$ cat src/rtl/vx_operand_gather.sv
// Operand-fetch stage: reads up to three source register vectors
// through a single GPR read port and hands the packet to dispatch.
module vx_operand_gather #(
    parameter int NUM_THREADS = 4,
    parameter int XLEN        = 32,
    parameter int NR_BITS     = 6,
    parameter int WIS_BITS    = 2,
    parameter int META_W      = 128
) (
    input  logic                            clk,
    input  logic                            reset,
    input  logic                            in_valid,
    output logic                            in_ready,
    input  logic [META_W-1:0]               in_meta,
    input  logic [WIS_BITS-1:0]             in_wis,
    input  logic [NR_BITS-1:0]              in_rs1,
    input  logic [NR_BITS-1:0]              in_rs2,
    input  logic [NR_BITS-1:0]              in_rs3,
    input  logic [2:0]                      in_rs_mask,
    output logic                            gpr_req_valid,
    output logic [WIS_BITS+NR_BITS-1:0]     gpr_req_addr,
    input  logic [NUM_THREADS*XLEN-1:0]     gpr_rsp_data,
    output logic                            out_valid,
    input  logic                            out_ready,
    output logic [META_W-1:0]               out_meta,
    output logic [NUM_THREADS*XLEN-1:0]     out_rs1_data,
    output logic [NUM_THREADS*XLEN-1:0]     out_rs2_data,
    output logic [NUM_THREADS*XLEN-1:0]     out_rs3_data
);

    localparam int DW = NUM_THREADS * XLEN;

    typedef enum logic [1:0] {
        IDLE  = 2'd0,
        REQ   = 2'd1,
        DRAIN = 2'd2,
        OUT   = 2'd3
    } state_e;

    state_e                state_q, state_d;
    logic [WIS_BITS-1:0]   wis_q;
    logic [NR_BITS-1:0]    rs1_q, rs2_q, rs3_q;
    logic [2:0]            need_q;
    logic [2:0]            sent_q;
    logic [META_W-1:0]     meta_q;
    logic [DW-1:0]         d1_q, d2_q, d3_q;
    logic                  pend_q;
    logic [1:0]            pidx_q;

    logic                  accept;
    logic [2:0]            in_need;
    logic [2:0]            remain;
    logic                  req_v;
    logic [1:0]            req_idx;
    logic [2:0]            req_oh;
    logic [NR_BITS-1:0]    req_rs;

    // Register 0 reads as zero, so it never costs a read cycle.
    assign in_need = in_rs_mask & {in_rs3 != '0, in_rs2 != '0, in_rs1 != '0};
    assign accept  = in_valid && (state_q == IDLE);
    assign remain  = need_q & ~sent_q;

    always_comb begin
        state_d = state_q;
        req_v   = 1'b0;
        req_idx = 2'd0;
        req_oh  = 3'b000;
        req_rs  = '0;
        case (state_q)
            IDLE: begin
                if (in_valid) begin
                    state_d = (in_need != 3'b000) ? REQ : OUT;
                end
            end
            REQ: begin
                req_v = 1'b1;
                if (remain[0]) begin
                    req_idx = 2'd0;
                    req_oh  = 3'b001;
                    req_rs  = rs1_q;
                end else if (remain[1]) begin
                    req_idx = 2'd1;
                    req_oh  = 3'b010;
                    req_rs  = rs2_q;
                end else begin
                    req_idx = 2'd2;
                    req_oh  = 3'b100;
                    req_rs  = rs3_q;
                end
                if ((remain & ~req_oh) == 3'b000) begin
                    state_d = DRAIN;
                end
            end
            DRAIN: state_d = OUT;
            OUT: begin
                if (out_ready) begin
                    state_d = IDLE;
                end
            end
            default: state_d = IDLE;
        endcase
    end

    always_ff @(posedge clk) begin
        if (reset) begin
            state_q <= IDLE;
            wis_q   <= '0;
            rs1_q   <= '0;
            rs2_q   <= '0;
            rs3_q   <= '0;
            need_q  <= 3'b000;
            sent_q  <= 3'b000;
            meta_q  <= '0;
            d1_q    <= '0;
            d2_q    <= '0;
            d3_q    <= '0;
            pend_q  <= 1'b0;
            pidx_q  <= 2'd0;
        end else begin
            state_q <= state_d;
            pend_q  <= req_v;
            pidx_q  <= req_idx;
            if (accept) begin
                wis_q  <= in_wis;
                rs1_q  <= in_rs1;
                rs2_q  <= in_rs2;
                rs3_q  <= in_rs3;
                need_q <= in_need;
                sent_q <= 3'b000;
                meta_q <= in_meta;
            end
            if (req_v) begin
                sent_q <= sent_q | req_oh;
            end
            // Response lands one cycle after its request.
            if (pend_q) begin
                case (pidx_q)
                    2'd0:    d1_q <= gpr_rsp_data;
                    2'd1:    d2_q <= gpr_rsp_data;
                    default: d3_q <= gpr_rsp_data;
                endcase
            end
            if (state_q == OUT && out_ready) begin
                d1_q <= '0;
                d2_q <= '0;
                d3_q <= '0;
            end
        end
    end

    assign in_ready      = (state_q == IDLE);
    assign out_valid     = (state_q == OUT);
    assign gpr_req_valid = req_v;
    assign gpr_req_addr  = req_v ? {wis_q, req_rs} : '0;
    assign out_meta      = meta_q;
    assign out_rs1_data  = d1_q;
    assign out_rs2_data  = d2_q;
    assign out_rs3_data  = d3_q;

endmodule

$ cat config.mk
export PLATFORM = sky130hd
export DESIGN_NAME = vx_operand_gather
export DESIGN_NICKNAME = d
export VERILOG_FILES = /design/src/rtl/vx_operand_gather.sv
export SDC_FILE = /design/constraint.sdc
export NUM_CORES = 1
export LEC_CHECK = 0
export BUFFER_PORTS_ARGS = -buffer_cell sky130_fd_sc_hd__clkbuf_2
export CORE_AREA = 5 5 309 311
export CTS_CLUSTER_SIZE = 24
export DETAILED_ROUTE_END_ITERATION = 16
export DIE_AREA = 0 0 314 316
export HOLD_SLACK_MARGIN = 0.02
export PLACE_DENSITY = 0.45
export SETUP_SLACK_MARGIN = 0.05
export SLEW_MARGIN = 20
export SYNTH_ARGS = -nofsm -noshare
export SYNTH_HDL_FRONTEND = slang
export SYNTH_SLANG_ARGS = --single-unit
$ cat constraint.sdc
create_clock -name clk -period 1.6 [get_ports clk]
set_input_delay 0.32 -clock clk [delete_from_list [all_inputs] [get_ports clk]]
set_output_delay 0.32 -clock clk [all_outputs]
set_load 0.005 [all_outputs]
==> impl_results.md <==
- Final slew viol count: 0
- Final min period: 2.051 ns
- Final Core Density: 0.3952
- Syn-to-layout area delta: 94.10%
- Fillers: 9193
- EDFF count, synth: 0
- Ys async rst share: 0
- Fin cells: 4865
- CP endpoint kind: output pin
- Top cells by area, synth: dfxtp_1 58%, nand2_1 22%, a21oi_1 14%
- Violated checks: negative setup slack
- Peak supply drop: 0.9532 mV
- Ys flop type: dfxtp_1
- Combinational Power Share: 0.346
- Syn Area/Cell: 7.830 um2
- Power Internal: 31.78 mW
- Via-to-Cell Ratio: 4.486
- # nets final: 3910
- CTS H-tree depth: 3
- Non-Filler Cell Area, Final: 36550 um2
- Rel. slew slack: 0.4821
- Synth area leader: dfxtp_1
- CTS Root Cell: clkbuf_16
- CP arrival: 1.73 ns
- Setup ws final: -0.4508 ns
- Sw frac: 0.3314
- Setup TNS Final: -74.22 ns
- Ports: 806
- Site Rows: 112
- Routability cong.: 0.8096
- RSZ-0062 raised after global routing: yes
- Least-Margin Pin Slew: 0.7769 ns
- Drt drc: 0
- Initial antenna violation count: 6
- Final ANT Viol Nets: 0
- CTS sink count: 543
- Num CTS Buffers: 67
- Total power: 47.53 mW
- Synth top area share: 0.5772
- Top-count cell post-synth: nand2_1
- Number of max-cap violations: 0
- LEAKAGE: 15.01 nW
- Largest net degree at the start of global routing: 83
- Post-synth cell types: 30
- CP Max Fanout: 6
- Area post-placement: 25030 um2
- DR vias: 21820
- Seq/Total Area, Yosys: 0.5772
- Worst Setup Path Type: flip-flop to output pin
- Commonest cells in the synthesized netlist: 1082 x nand2_1, 543 x dfxtp_1, 532 x a21oi_1
- Drt first-iter violations: 1147
- Vias in the first global route: 20940
- Seq pwr share: 0.336
- Clock transition at the registers of the reported paths: 0.06 ns
- Die W: 314 um
- Synthesized Nets: 2693
- TritonCTS clock tree: built
- Cell area after synthesis: 18830 um2
- Max clock buf depth: 3
- Hold Crit Class: primary input to flip-flop
- Initial core utilization: 0.2036
- Routed wire length: 98530 um
- Outcome: finished, violations left
- Core Region: 92490 um2
- DIE AREA: 99220 um2
- HPWL after detailed placement: 61000 um
- Switching power: 15.75 mW
- Gr ovfl total: 0
- Final hold vios: 0
- Cell Pwr Density: 1300 nW/um2
- Fin crit share: 1.282
- Yosys warnings: 0
- Worst Setup Start Kind: flip-flop
- DR pass1 iterations: 5
- Pre-CTS setup slack: -0.1042 ns
- Wire per inst: 20.25 um
- Chip height: 316 um
- Max Clk Rate: 487.6 MHz
- Synth Register Bits: 543
- Count of final setup violators: 547
- Buffers on Ports: 805
- Hold Slack: 0.08397 ns
- GR Util All Layers: 0.1737
- Worst-Skew Late Latency: 0.63 ns
- Clk pwr share: 0.318
- Fraction of layout cells with a size suffix above 1: 0.5265
- WP data required: 1.28 ns
- First-pass GRT wire length: 132900 um
- Clock skew: 0.02218 ns
- Post-Syn Instances: 2405
- Placed insts: 4340
-- state kept, by name, summed over array words and instances (netlist names) --
register,flops
pidx_q,2
rs1_q,6
out_rs1_data,128
need_q,3
sent_q,3
rs3_q,6
rs2_q,6
state_q,2
pend_q,1
out_rs3_data,128
out_rs2_data,128
out_meta,128
wis_q,2
-- critical path: stages, from the launching register on --
cell      delay, ns
dfxtp_4        0.36
nor2b_4        0.16
buf_6          0.14
nand2_2        0.05
a311oi_2       0.22
buf_2          0.19
-- final cells by class --
type | count | area [um2] | area share
Antenna cell | 2 | 5.005 | 0.0001369
Sequential cell | 543 | 10890 | 0.2980
Clock buffer | 94 | 1908 | 0.05220
Inverter | 6 | 32.53 | 0.0008900
Clock inverter | 19 | 240.2 | 0.006572
Tap cell | 1197 | 1498 | 0.04097
Multi-Input combinational cell | 1678 | 10760 | 0.2944
Timing Repair Buffer | 1326 | 11210 | 0.3068
-- layer usage --
| metal | global-route usage | vias to the layer above | routed length [um] |
|---|---|---|---|
| met1 | 0.2030 | 10580 | 38740 |
| met3 | 0.04772 | 200 | 6689 |
| met4 | 0.07486 | 2 | 3946 |
| li1 | - | 10250 | - |
| met5 | 0 | - | 13 |
| met2 | 0.2998 | 788 | 49140 |
-- cells by family after synthesis --
kind of cell | synth area share
buffers and inverters | 0.03986
DFF | 0.5772
and+or+nand+nor | 0.2264
AOI/OAI and AO/OA | 0.1526
adders and majority gates | 0.003920
-- repair_timing --
action                     in CTS  in global routing
setup endpoints to repair     214                553
cloned                         42                 38
hold buffers                  275                  0
pin swaps                      79                181
resized for setup             290                882
hold endpoints to repair      527                  0
buffers inserted               54                 33
-- power by group through the flow --
stage | sequential [mW] | clock, mW | combinational [mW]
after global placement | 16.0 | 0 | 8.09
after global routing | 16.1 | 16.1 | 17.4
after CTS | 15.8 | 15.5 | 13.0
final | 16.0 | 15.1 | 16.5
after detailed placement | 16.0 | 0 | 8.06
after floorplan | 16.0 | 0 | 3.63
-- cells in the final DEF (no fill, tap or decap), types with 30 or more instances in the layout --
master / netlist / final
a21oi_2: 0 / 515
clkbuf_16: 0 / 98
dlygate4sd3_1: 0 / 271
buf_6: 1 / 33
buf_12: 0 / 77
buf_4: 0 / 53
nand2_4: 0 / 156
nand2_2: 0 / 42
nand2_1: 1082 / 883
buf_8: 0 / 30
clkbuf_2: 0 / 786
buf_16: 0 / 34
dfxtp_1: 543 / 531
-- path summary, 6_finish.rpt --
check / from / end / slack, ns / cells after the start
setup / recovery: need_q[1] / gpr_req_addr[1] / -0.45 / 5
hold / removal: in_rs_mask[1] / need_q[1] / 0.08 / 4
setup reg to reg: state_q[1] / out_meta[40] / -0.25 / 11
hold reg to reg: out_rs1_data[24] / out_rs1_data[24] / 0.46 / 2
Note: power is estimated with default switching activity, not from simulation.
